[src/rtl/bus_slave_decoder.sv]
// Single-master to N-slave bus decoder with per-slave wait states,
// slave-ready handshake with timeout, registered read mux and error capture.
module bus_slave_decoder #(
    parameter int unsigned ADDR_BUS_WIDTH = 16,
    parameter int unsigned DATA_WIDTH     = 32,
    parameter int unsigned NR_SLAVES      = 4,
    parameter logic [NR_SLAVES*ADDR_BUS_WIDTH-1:0] SLAVE_BASE = '0,
    parameter logic [NR_SLAVES*ADDR_BUS_WIDTH-1:0] SLAVE_MASK = '0,
    parameter logic [NR_SLAVES*4-1:0]              SLAVE_WAIT = '0,
    parameter int unsigned TIMEOUT_WIDTH  = 8
) (
    input  logic                            clk,
    input  logic                            rst,
    input  logic [ADDR_BUS_WIDTH-1:0]       m_addr,
    input  logic [DATA_WIDTH-1:0]           m_out,
    input  logic                            m_write_w,
    input  logic                            m_write_h,
    input  logic                            m_write_b,
    input  logic                            m_rd,
    output logic [DATA_WIDTH-1:0]           m_in,
    output logic                            m_ready,
    output logic                            m_err,
    output logic                            m_busy,
    output logic [ADDR_BUS_WIDTH-1:0]       err_addr,
    output logic [ADDR_BUS_WIDTH-1:0]       s_addr,
    output logic [DATA_WIDTH-1:0]           s_out,
    output logic [NR_SLAVES-1:0]            s_cs,
    output logic                            s_write_w,
    output logic                            s_write_h,
    output logic                            s_write_b,
    input  logic [NR_SLAVES*DATA_WIDTH-1:0] s_in,
    input  logic [NR_SLAVES-1:0]            s_ready
);

    localparam int unsigned SEL_W = (NR_SLAVES > 1) ? $clog2(NR_SLAVES) : 1;
    localparam logic [TIMEOUT_WIDTH-1:0] TO_MAX = '1;

    typedef enum logic [1:0] {ST_IDLE, ST_ACCESS, ST_DONE} state_t;
    typedef enum logic [1:0] {ACC_RD, ACC_WW, ACC_WH, ACC_WB} acc_t;

    state_t                     state_q, state_d;
    acc_t                       acc_q, acc_d;
    logic [SEL_W-1:0]           sel_q, sel_d;
    logic [3:0]                 wait_q, wait_d;
    logic [TIMEOUT_WIDTH-1:0]   to_q, to_d;
    logic [ADDR_BUS_WIDTH-1:0]  s_addr_q, s_addr_d;
    logic [DATA_WIDTH-1:0]      s_out_q, s_out_d;
    logic [NR_SLAVES-1:0]       s_cs_q, s_cs_d;
    logic [DATA_WIDTH-1:0]      m_in_q, m_in_d;
    logic                       m_ready_q, m_ready_d;
    logic                       m_err_q, m_err_d;
    logic [ADDR_BUS_WIDTH-1:0]  err_addr_q, err_addr_d;

    logic [DATA_WIDTH-1:0]      s_in_arr [NR_SLAVES];
    logic [3:0]                 wait_arr [NR_SLAVES];
    logic                       req;
    acc_t                       req_acc;
    logic                       hit;
    logic [SEL_W-1:0]           hit_idx;
    logic                       slave_rdy;
    logic                       complete;
    logic                       abort;

    // Unpack per-slave read data and wait-state tables
    always_comb begin
        for (int i = 0; i < int'(NR_SLAVES); i++) begin
            s_in_arr[i] = s_in[i*DATA_WIDTH +: DATA_WIDTH];
            wait_arr[i] = SLAVE_WAIT[i*4 +: 4];
        end
    end

    // Request classification (writes beat reads, w > h > b) and address decode (lowest index wins)
    always_comb begin
        req     = m_rd | m_write_w | m_write_h | m_write_b;
        req_acc = ACC_RD;
        if (m_write_w)      req_acc = ACC_WW;
        else if (m_write_h) req_acc = ACC_WH;
        else if (m_write_b) req_acc = ACC_WB;
        hit     = 1'b0;
        hit_idx = '0;
        for (int i = int'(NR_SLAVES) - 1; i >= 0; i--) begin
            if ((m_addr & SLAVE_MASK[i*ADDR_BUS_WIDTH +: ADDR_BUS_WIDTH])
                    == SLAVE_BASE[i*ADDR_BUS_WIDTH +: ADDR_BUS_WIDTH]) begin
                hit     = 1'b1;
                hit_idx = SEL_W'(i);
            end
        end
    end

    // Access-phase completion / timeout conditions
    always_comb begin
        slave_rdy = s_ready[sel_q];
        complete  = (state_q == ST_ACCESS) && (wait_q == 4'd0) && slave_rdy;
        abort     = (state_q == ST_ACCESS) && (wait_q == 4'd0) && !slave_rdy && (to_q == TO_MAX);
    end

    // State and datapath registers with synchronous active-low reset
    always_ff @(posedge clk) begin
        if (!rst) begin
            state_q    <= ST_IDLE;
            acc_q      <= ACC_RD;
            sel_q      <= '0;
            wait_q     <= '0;
            to_q       <= '0;
            s_addr_q   <= '0;
            s_out_q    <= '0;
            s_cs_q     <= '0;
            m_in_q     <= '0;
            m_ready_q  <= 1'b0;
            m_err_q    <= 1'b0;
            err_addr_q <= '0;
        end else begin
            state_q    <= state_d;
            acc_q      <= acc_d;
            sel_q      <= sel_d;
            wait_q     <= wait_d;
            to_q       <= to_d;
            s_addr_q   <= s_addr_d;
            s_out_q    <= s_out_d;
            s_cs_q     <= s_cs_d;
            m_in_q     <= m_in_d;
            m_ready_q  <= m_ready_d;
            m_err_q    <= m_err_d;
            err_addr_q <= err_addr_d;
        end
    end

    // Next-state logic
    always_comb begin
        state_d = state_q;
        case (state_q)
            ST_IDLE: begin
                if (req) state_d = hit ? ST_ACCESS : ST_DONE;
            end
            ST_ACCESS: begin
                if (complete || abort) state_d = ST_DONE;
            end
            ST_DONE: state_d = ST_IDLE;
            default: state_d = ST_IDLE;
        endcase
    end

    // Datapath / registered-output next values
    always_comb begin
        acc_d      = acc_q;
        sel_d      = sel_q;
        wait_d     = wait_q;
        to_d       = to_q;
        s_addr_d   = s_addr_q;
        s_out_d    = s_out_q;
        s_cs_d     = s_cs_q;
        m_in_d     = m_in_q;
        m_ready_d  = 1'b0;
        m_err_d    = 1'b0;
        err_addr_d = err_addr_q;
        case (state_q)
            ST_IDLE: begin
                if (req) begin
                    acc_d    = req_acc;
                    s_addr_d = m_addr;
                    s_out_d  = m_out;
                    if (hit) begin
                        sel_d  = hit_idx;
                        s_cs_d = NR_SLAVES'(1) << hit_idx;
                        wait_d = wait_arr[hit_idx];
                        to_d   = '0;
                    end else begin
                        s_cs_d     = '0;
                        m_ready_d  = 1'b1;
                        m_err_d    = 1'b1;
                        m_in_d     = '0;
                        err_addr_d = m_addr;
                    end
                end
            end
            ST_ACCESS: begin
                if (wait_q != 4'd0) begin
                    wait_d = wait_q - 4'd1;
                end else if (slave_rdy) begin
                    if (acc_q == ACC_RD) m_in_d = s_in_arr[sel_q];
                    m_ready_d = 1'b1;
                    s_cs_d    = '0;
                end else if (to_q == TO_MAX) begin
                    m_ready_d  = 1'b1;
                    m_err_d    = 1'b1;
                    m_in_d     = '0;
                    err_addr_d = s_addr_q;
                    s_cs_d     = '0;
                end else begin
                    to_d = to_q + TIMEOUT_WIDTH'(1);
                end
            end
            default: ;
        endcase
    end

    // Write strobes fire only in the completing access cycle
    always_comb begin
        s_write_w = complete && (acc_q == ACC_WW);
        s_write_h = complete && (acc_q == ACC_WH);
        s_write_b = complete && (acc_q == ACC_WB);
    end

    assign m_in     = m_in_q;
    assign m_ready  = m_ready_q;
    assign m_err    = m_err_q;
    assign m_busy   = (state_q != ST_IDLE);
    assign err_addr = err_addr_q;
    assign s_addr   = s_addr_q;
    assign s_out    = s_out_q;
    assign s_cs     = s_cs_q;

endmodule

[config.mk]
export PLATFORM = sky130hd
export DESIGN_NAME = bus_slave_decoder
export DESIGN_NICKNAME = d
export VERILOG_FILES = /design/src/rtl/bus_slave_decoder.sv
export SDC_FILE = /design/constraint.sdc
export NUM_CORES = 1
export LEC_CHECK = 0
export ABC_AREA = 1
export CAP_MARGIN = 0
export CORE_UTILIZATION = 37
export CTS_CLUSTER_DIAMETER = 200
export DETAILED_ROUTE_END_ITERATION = 12
export GPL_TIMING_DRIVEN = 1
export PLACE_DENSITY_LB_ADDON = 0.05
export SYNTH_ARGS = -nofsm -noshare
export SYNTH_HDL_FRONTEND = slang
export SYNTH_SLANG_ARGS = --single-unit
export TNS_END_PERCENT = 20
[constraint.sdc]
create_clock -name clk -period 2.35 [get_ports clk]
set_clock_uncertainty 0.2 [all_clocks]
set_input_delay 0.47 -clock clk [delete_from_list [all_inputs] [get_ports clk]]
set_output_delay 0.47 -clock clk [all_outputs]
set_load 0.05 [all_outputs]
== Word level (Yosys, flattened, before mapping) ==
Cells that the tools add are included.

* $add $sub $neg: 2
* Equality and inequality tests: 13
* Muxes and demuxes: 24
* Bitwise operators: 7
* Reductions and logical operators: 25

{| class="wikitable"
|+ Operators by type and width
! cell !! number
|-
| $mux W32 || 3
|-
| $mux W8 || 4
|-
| $mux W4 || 6
|-
| $pmux W4 S2 || 2
|-
| $pmux W8 S2 || 1
|-
| $reduce_and A4 Y1 || 3
|-
| $mux W2 || 5
|-
| $add A8 B1 Y8 const B || 1
|-
| $eq A8 B8 Y1 const B || 1
|-
| $ne A2 B2 Y1 const B || 4
|-
| $logic_and A1 B1 Y1 || 7
|-
| $ne A2 B1 Y1 const B || 3
|-
| $reduce_bool A2 Y1 || 3
|-
| $reduce_and A5 Y1 || 1
|-
| $eq A2 B1 Y1 const B || 2
|-
| $eq A2 B2 Y1 const B || 2
|-
| $logic_not A2 Y1 || 2
|-
| $logic_not A4 Y1 || 1
|-
| $not A1 Y1 || 4
|-
| $pmux W2 S2 || 1
|-
| $reduce_and A2 Y1 || 2
|-
| $reduce_bool A4 Y1 || 1
|-
| $reduce_or A4 Y1 || 1
|-
| $sub A4 B1 Y4 const B || 1
|-
| other kinds (7) || 10
|}

* Bits in registers: 118
* Input bits: 186
* Output and inout bits: 106
* Logic and storage cells: 82

== Longest topological paths before layout ==
Gate-level depths: netlist of run 1.

* Depth after elaboration: 7
* Gate-level depth with buffers: 11
* Mapped depth without buffers: 10

== Worst setup path before layout of run 1 ==
No wires, ideal clock.

* Kind: register -> output
* From: reg wait_q[0]
* To: out s_write_b
* Arrival: 2.028 ns
* Data required time: 1.680 ns
* Slack: -0.348 ns
* Cell stages (with the launch flop): 7
* Cell sequence: dfxtp_1 inv_1 ha_1 nand2_1 nor2_1 nand2_1 nor3_1

* Longest elaborated chain between the ends: 4

{| class="wikitable"
|+ Ends and longest elaborated chain
! element !! RTL line !! RTL
|-
| start: declaration || 44 || <nowiki>logic [3:0] wait_q, wait_d;</nowiki>
|-
| start signal: assignment || 116 || <nowiki>wait_q <= wait_d;</nowiki>
|-
| $logic_not A4 Y1 || 93 || <nowiki>complete = (state_q == ST_ACCESS) && (wait_q == 4'd0) && slave_rdy;</nowiki>
|-
| $logic_and A1 B1 Y1 (2 in a row) || 93 ||
|-
| $logic_and A1 B1 Y1 || 201 || <nowiki>s_write_b = complete && (acc_q == ACC_WB);</nowiki>
|-
| end: declaration || 30 || <nowiki>output logic s_write_b,</nowiki>
|}

Every way passes these cells.

== Worst setup path in the final report of run 1 ==
* From: reg wait_q[0]
* To: out s_write_h

* Longest elaborated chain between the ends: 4

{| class="wikitable"
|+ Ends and longest elaborated chain
! element !! RTL line !! RTL
|-
| $logic_not A4 Y1 || 93 ||
|-
| $logic_and A1 B1 Y1 (2 in a row) || 93 ||
|-
| $logic_and A1 B1 Y1 || 200 || <nowiki>s_write_h = complete && (acc_q == ACC_WH);</nowiki>
|-
| end: declaration || 29 || <nowiki>output logic s_write_h,</nowiki>
|}

Every way passes these cells.

==> impl_results.md, run 1 <==
* Non-Filler Instances at 1054
* Worst-margin pin slew at about 0.55 ns
* RSZ-0062 raised after global routing: true
* Design area at 0.00753 mm²
* Root Driver: clkbuf_16
* Die width at between 100 and 150 µm
* Post-synthesis sequential area ratio at 0.483
* Crit path kind: register to output pin
* Status: completed
* Final Hold Viols at 0
* Syn avg cell area at 7.00 µm²
* Vias in the first global route at around 4400
* Post-Synth Simple-Gate Area at 0.320
* Netlist cell types at 24
* Post-Syn Instances at just under 700
* Required time worst endpoint at around 1.7 ns
* Number of top-level pins at between 200 and 300
* H-tree depth at 4
* Area grow syn2layout at 58.0%
* GR Overflow Total at 0
* DRC Markers at 0
* Max VDD drop at between 0.4 and 0.5 mV
* Synth Register Bits at between 100 and 150
* Routed WL per cell at around 12 µm
* Antenna violations before repair at 0
* Setup Viol. Count Final at 0
* Crit share post-route at 0.977
* Die area at between 0.01 and 0.015 mm²
* CTS Buf Count at 17
* Proportion of synthesized area in mux cells at 0
* WP data arrival at 1.62 ns
* Hpwl dp at ~8500 µm
* Gpl congestion at between 0.7 and 0.8
* GRT Total Usage at 0.197
* 1st-iter DRT viols at 282
* HP Class: register to register
* Crit-path max FO at 4
* Worst setup EP type: output pin
* Main combinational cell family by area after synthesis: simple AND/OR/NAND/NOR gates
* Clk sinks at 115
* Synth Area in Compound Gates at 0.0946
* Adder-Cell Fraction of Synth Area at 0.00788
* Site Rows at roughly 40
* CTS max path bufs at 2
* Via/cell ratio at 4.59
* Starting Density at 0.379
* Worst setup SP type: register
* First-pass GRT wire length at 20400 µm
* Max Slew Vio Count at 0
* Post-Route WL at between 10000 and 15000 µm
* PortBufs at roughly 190
* Placed Instances at slightly above 1000
* Crit path time final at around 2.3 ns
* Max Cap Viol at 0
* # nets final at about 1100
* Pin count of the biggest net entering global routing at 75
* Die H at 115 µm
* Ys Warns at 0
* Via count at slightly below 5000
* TritonCTS clock tree: done
* Clk_lat worst skew at ~0.4 ns
* Post-Synthesis Cell Area at 0.00476 mm²
* # diodes at 0
* Post-Synth XOR/XNOR Area at 0
* Share of cells above drive strength 1 at 0.0873
* Rel. slew slack at 0.634
* Routed Antenna Nets at 0
* CORE AREA at roughly 0.013 mm²
* Cell area power density at roughly 860 mW/mm²
* Pleak at around 3.1 nW
* Reg clk slew, reported paths at ~0.05 ns
* Cell Area, Placed at 0.00690 mm²
* Drt first pass iters at 4
* Max frequency at about 0.44 GHz
==> path summary, 6_finish.rpt <==
path / startpoint / endpoint / slack [ns] / cells past startpoint
worst max-delay path: wait_q[0] / s_write_h / 0.06 / 8
worst min-delay path: m_in[17] / m_in[17] / 0.26 / 2
worst max register to register: to_q[0] / to_q[2] / 0.28 / 10
worst min register to register: m_in[17] / m_in[17] / 0.26 / 2
==> report_power, final <==
part | total (W) | switching [W] | internal, W
logic | 0.00194 | 0.00125 | 0.000691
clock network | 0.00227 | 0.000826 | 0.00145
registers | 0.00226 | 0.000110 | 0.00215
==> cell usage in the layout, fill, tap and decap left out, drive strengths merged <==
cell and n:
inv 66, ha 3, clkdlybuf4s50 184, o21ai 53, nand2 163, a21oi 35
clkinv 5, nor3 7, nor4 1, nand4 25, o22ai 1, buf 26
conb 3, clkbuf 27, nand3 20, or2 1, nor2 147, dfxtp 115
==> registers in the layout, indices dropped and copies added, names as in the netlist, 2 cells and up <==
signal    count
acc_q         2
err_addr     16
m_in         32
s_addr       16
s_out        32
state_q       2
to_q          8
wait_q        4
==> synthesized netlist by cell type <==
master	instances	area [µm²]
buf_2	16	80.1
ha_1	3	37.5
nor2_4	2	22.5
o22ai_1	1	6.26
nor2_1	145	544
inv_2	2	7.51
or2_2	1	6.26
nor4_1	1	6.26
conb_1	1	3.75
nand2_4	1	11.3
nand3_1	18	90.1
buf_4	5	37.5
nand3_2	2	20.0
dfxtp_1	115	2300
nor3_1	5	25.0
nand2_2	1	6.26
o21ai_0	53	265
nand4_1	25	156
nand2_1	161	604
a21oi_1	34	170
inv_1	64	240
a21oi_2	1	8.76
clkbuf_1	21	78.8
nor3_4	2	32.5
==> worst max-delay path, cell delays in order (launching register included) <==
cell     delay (ns)
dfxtp_2        0.33
inv_2          0.08
ha_4           0.16
nand2_4        0.07
nor2_4         0.11
nand2_4        0.09
nor3_4         0.13
buf_6          0.12
buf_12         0.13
==> metal layers <==
layer	vias to the layer above	part of all wire	global-route usage
met5	-	0	0
met2	147	0.45	0.322
met3	16	0.095	0.0868
li1	2505	-	-
met1	2165	0.43	0.227
met4	0	0.016	0.0797
==> cell type report <==
| class | instances | area (µm²) |
|---|---|---|
| Multi-Input combinational cell | 459 | 2090 |
| Sequential cell | 115 | 2300 |
| Inverter | 66 | 250 |
| Tap cell | 172 | 215 |
| Clock buffer | 27 | 503 |
| Clock inverter | 5 | 25.0 |
| Fill cell | 1174 | 5040 |
| Timing Repair Buffer | 210 | 2140 |
==> what timing repair did <==
action                     in CTS  in global routing
pin swaps                       1                  1
buffers inserted                1                  2
resized for setup              13                  7
setup endpoints to repair       3                  3
hold buffers                    0                  0
==> metrics by stage <==
| step | power, W | hold slack, ns | utilization | TNS (ns) | worst slack (ns) |
|---|---|---|---|---|---|
| 2_1_floorplan | 0.00352 | 0.267 | - | -1.04 | -0.348 |
| 3_3_place_gp | 0.00417 | 0.248 | 0.549 | 0 | 0.0875 |
| 3_5_place_dp | 0.00419 | 0.256 | 0.549 | 0 | 0.0606 |
| 4_1_cts | 0.00654 | 0.264 | 0.596 | 0 | 0.0151 |
| 5_1_grt | 0.00681 | 0.277 | 0.599 | -0.0849 | -0.0361 |
| 6_report | 0.00648 | 0.259 | 0.599 | 0 | 0.0550 |
==> kinds of logic (layout without fill, tap and decap cells) <==
group	count (synthesis)	count (layout)
flops	115	115
buf+inv	108	308
compound gates	89	89
fa+ha+maj	3	3
simple gates	364	364
other cells	1	3
(Power assumes the default switching activity.)
==> run 2, diff against run 1 <==
- ABC_AREA: 1 -> not set
- CORE_AREA: not set -> 2 2 114 116
- CORE_UTILIZATION: 37 -> not set
- DIE_AREA: not set -> 0 0 116 118
==> impl_results.md, run 2 <==
* Final Power at 0.00620 W (-4.4%)
* Worst setup EP type: output pin
* HP Class: register to register
* Via/cell ratio at 4.58 (-0.22%)
* Leading area contributor after synthesis: dfxtp_1
* Most common cell in the netlist: nand2_1
* TritonCTS clock tree: done
* Main combinational cell family by area after synthesis: compound AO/OA/AOI/OAI gates
* Register area at 0.00230 mm² (about the same)
* Post-Synth XOR/XNOR Area at 0.00401 (+0.00401)
* Hpwl dp at 8000 µm (-5.6%)
* Final WS setup at -0.0534 ns (-0.108 ns)
* Reg2reg start: to_q[0]
* Hold EP: s_out[24]
* Pin count of the biggest net entering global routing at 43 (-43%)
* Setup Viol. Count Final at 3 (+3)
* Die H at 118 µm (+2.2%)
* Drt first pass iters at 4 (unchanged)
* Vias in the first global route at 4032 (-8.2%)
* Site Rows at 41 (unchanged)
* Crit path time final at 2.40 ns (+0.108 ns)
* Required time worst endpoint at 1.68 ns (about the same)
* Post-Synth Simple-Gate Area at 0.190 (-0.130)
* Max frequency at 0.416 GHz (-4.5%)
* Reg-to-reg endpoint: m_in[20]
* Hold path depth at 2 (unchanged)
* Post-synth EDFFs at 0 (unchanged)
* Worst setup SP type: register
* Syn avg cell area at 9.28 µm² (+32%)
* Crit path kind: register to output pin
* Yosys top cell area share at 0.527 (+0.0436)
* Routed WL per cell at 13.5 µm (+11%)
* Post-CTS Hold Fix Bufs at 0 (unchanged)
* Design area at 0.00716 mm² (-4.9%)
* RSZ-0062 raised after global routing: true
* Root Driver: clkbuf_16
* Slowest CP cell: dfxtp_2
* Failing checks: negative setup slack
* Worst path buffer plus inverter count at 2 (-1)
* Commonest non-fill, non-tap cell in the layout: clkdlybuf4s50_1
* Post-synthesis sequential area ratio at 0.527 (+0.0436)
* Async SR Flop Fraction at 0 (unchanged)
* R2R cell count at 7 (-3)
* Routed Antenna Nets at 0 (unchanged)
* Post-Syn Instances at 471 (-31%)
* Cell area power density at 865 mW/mm² (+0.56%)
* GRT Total Usage at 0.175 (-0.0226)
* Final Hold Viols at 0 (unchanged)
* Synth cell count leaders: nand2_1, dfxtp_1, a21boi_0, a22o_1, clkbuf_1
* First-pass GRT wire length at 18700 µm (-8.2%)
* Die width at 116 µm (+0.47%)
* Gpl congestion at 0.783 (+0.97%)
* Post-Route WL at 11500 µm (-10%)
* Crit-path max FO at 4 (unchanged)
* Critical path's largest stage delay at 0.32 ns (about the same)
* Clk sinks at 115 (unchanged)
* Non-Filler Instances at 850 (-19%)
* Max VDD drop at 0.511 mV (+13%)
* Via count at 3889 (-20%)
* CTS max path bufs at 2 (unchanged)
* Family with the most delay on the worst path: simple AND/OR/NAND/NOR gates
* Crit share post-route at 1.02 (+0.0461)
* Area of the multi-input gates at 0.00192 mm² (-8.0%)
* WP data arrival at 1.73 ns (+0.11 ns)
* Most frequent cells in the layout: clkdlybuf4s50_1, nand2_1, dfxtp_1, a21boi_0, a22o_1
* PortBufs at 189 (unchanged)
* Die area at 0.0137 mm² (+2.7%)
* Largest cells by area after synthesis: dfxtp_1, nand2_1, a21boi_0
* # nets final at 854 (-19%)
* Netlist cell types at 44 (+83%)
* Max Slew Vio Count at 0 (unchanged)
* Synth Register Bits at 115 (unchanged)
* Area grow syn2layout at 63.9%
* Reg clk slew, reported paths at 0.05 ns (about the same)
* Ys Warns at 0 (unchanged)
* Max Cap Viol at 0 (unchanged)
* Starting Density at 0.352 (-0.0270)
* Adder-Cell Fraction of Synth Area at 0.00859 (+0.000711)
* DRC Markers at 0 (unchanged)
* Number of top-level pins at 292 (unchanged)
* # diodes at 0 (unchanged)
* Pleak at 2.72 nW (-14%)
* Post-Synthesis Cell Area at 0.00437 mm² (-8.3%)
* Clk_lat worst skew at 0.41 ns (about the same)
* Predominant post-synthesis flop cell: dfxtp_1
* Cell Area, Placed at 0.00652 mm² (-5.6%)
* Share of cells above drive strength 1 at 0.118 (+0.0307)
* Fillers at 1103 (-6.0%)
* Hold Startpoint: s_out[24]
* Status: complete, but fails checks
* 1st-iter DRT viols at 132 (-53%)
* Antenna violations before repair at 0 (unchanged)
* Worst path cell trace: inv_2 > ha_4 > nor3b_4 > and3_4 > and3b_2 > buf_12
* Rel. slew slack at 0.620 (-0.0139)
* CTS Buf Count at 17 (unchanged)
* Placed Instances at 814 (-20%)
* CORE AREA at 0.0124 mm² (-1.2%)
* Core Util, Final at 0.577 (-0.0222)
* Synth Area in Compound Gates at 0.226 (+0.131)
* GR Overflow Total at 0 (unchanged)
* Proportion of synthesized area in mux cells at 0 (unchanged)
* Worst-margin pin slew at 0.568 ns (+0.0212 ns)
* H-tree depth at 4 (unchanged)
* Slack of the worst reg-to-reg path at 0.28 ns (about the same)
==> run 2: cell types whose count changed after synthesis, sizes merged, moves of 6 or more <==
cell	delta
inv	-64
and3	+6
a22o	+32
a21boi	+67
nand4	-23
o21ai	-40
nand2	-24
nor2	-134
a21oi	-33
clkbuf	-6
nand3	-15
==> run 2: worst max-delay path by stage <==
| stage | startpoint | endpoint | slack (ns) | depth (start not counted) |
|---|---|---|---|---|
| floorplan | wait_q[0] | s_write_h | 0.21 | 6 |
| global placement | m_write_b | s_addr[8] | -0.06 | 7 |
| detailed placement | m_write_b | s_addr[7] | -0.09 | 7 |
| CTS | wait_q[0] | s_write_w | -0.13 | 6 |
| global route | wait_q[0] | s_write_w | -0.13 | 6 |
| finish | wait_q[0] | s_write_w | -0.05 | 6 |
==> run 2: worst min-delay path: stages (launching register included) <==
cell	delay, ns
dfxtp_1	0.30
nand2_1	0.04
a21boi_0	0.06
==> run 2: cells by family after synthesis <==
family	count (synthesis)
AOI/OAI and AO/OA	126
xor gates and xnor gates	2
adders and majority gates	3
buffers and inverters	37
DFF	115
other	1
and+or+nand+nor	187
==> run 2: where the power goes <==
part           switching, W  total, W  internal [W]
clock              0.000848   0.00248       0.00163
sequential        0.0000924   0.00220       0.00211
combinational      0.000918   0.00152      0.000599
total               0.00186   0.00620       0.00434
==> run 2: per-stage QoR <==
stage                     hold slack, ns  TNS, ns  setup slack (ns)
final                              0.258   -0.105           -0.0534
after global routing               0.255   -0.341            -0.126
after CTS                          0.237   -0.395            -0.134
after detailed placement           0.256   -0.928           -0.0901
after global placement             0.248   -0.393           -0.0578
after floorplan                    0.233        0             0.207
==> run 2: area by class of cell <==
type | count | area share
inverters | 2 | 0.00105
clock inverters | 10 | 0.0149
multi-input cells | 321 | 0.269
well taps | 172 | 0.0301
flip-flops and latches | 115 | 0.322
clock buffers | 22 | 0.0662
repair buffers | 208 | 0.297
==> run 2: per-layer routing <==
metal,vias up,track usage,wire length (µm)
li1,1990,-,-
met1,1732,0.197,4990
met2,151,0.266,4910
met3,16,0.102,1430
met4,0,0.0751,178
met5,-,0,0
==> run 2: what timing repair did <==
| action | CTS | global route |
|---|---|---|
| pin swaps | 1 | 2 |
| endpoints found under the setup margin | 3 | 3 |
| gates resized for setup | 7 | 3 |
| buffers inserted | 2 | 2 |
==> run 3, diff against run 2 <==
- HOLD_SLACK_MARGIN: not set -> 0.08
==> results of run 3 <==
Same layout as run 2: the final DEF is identical, and so are final timing and power.
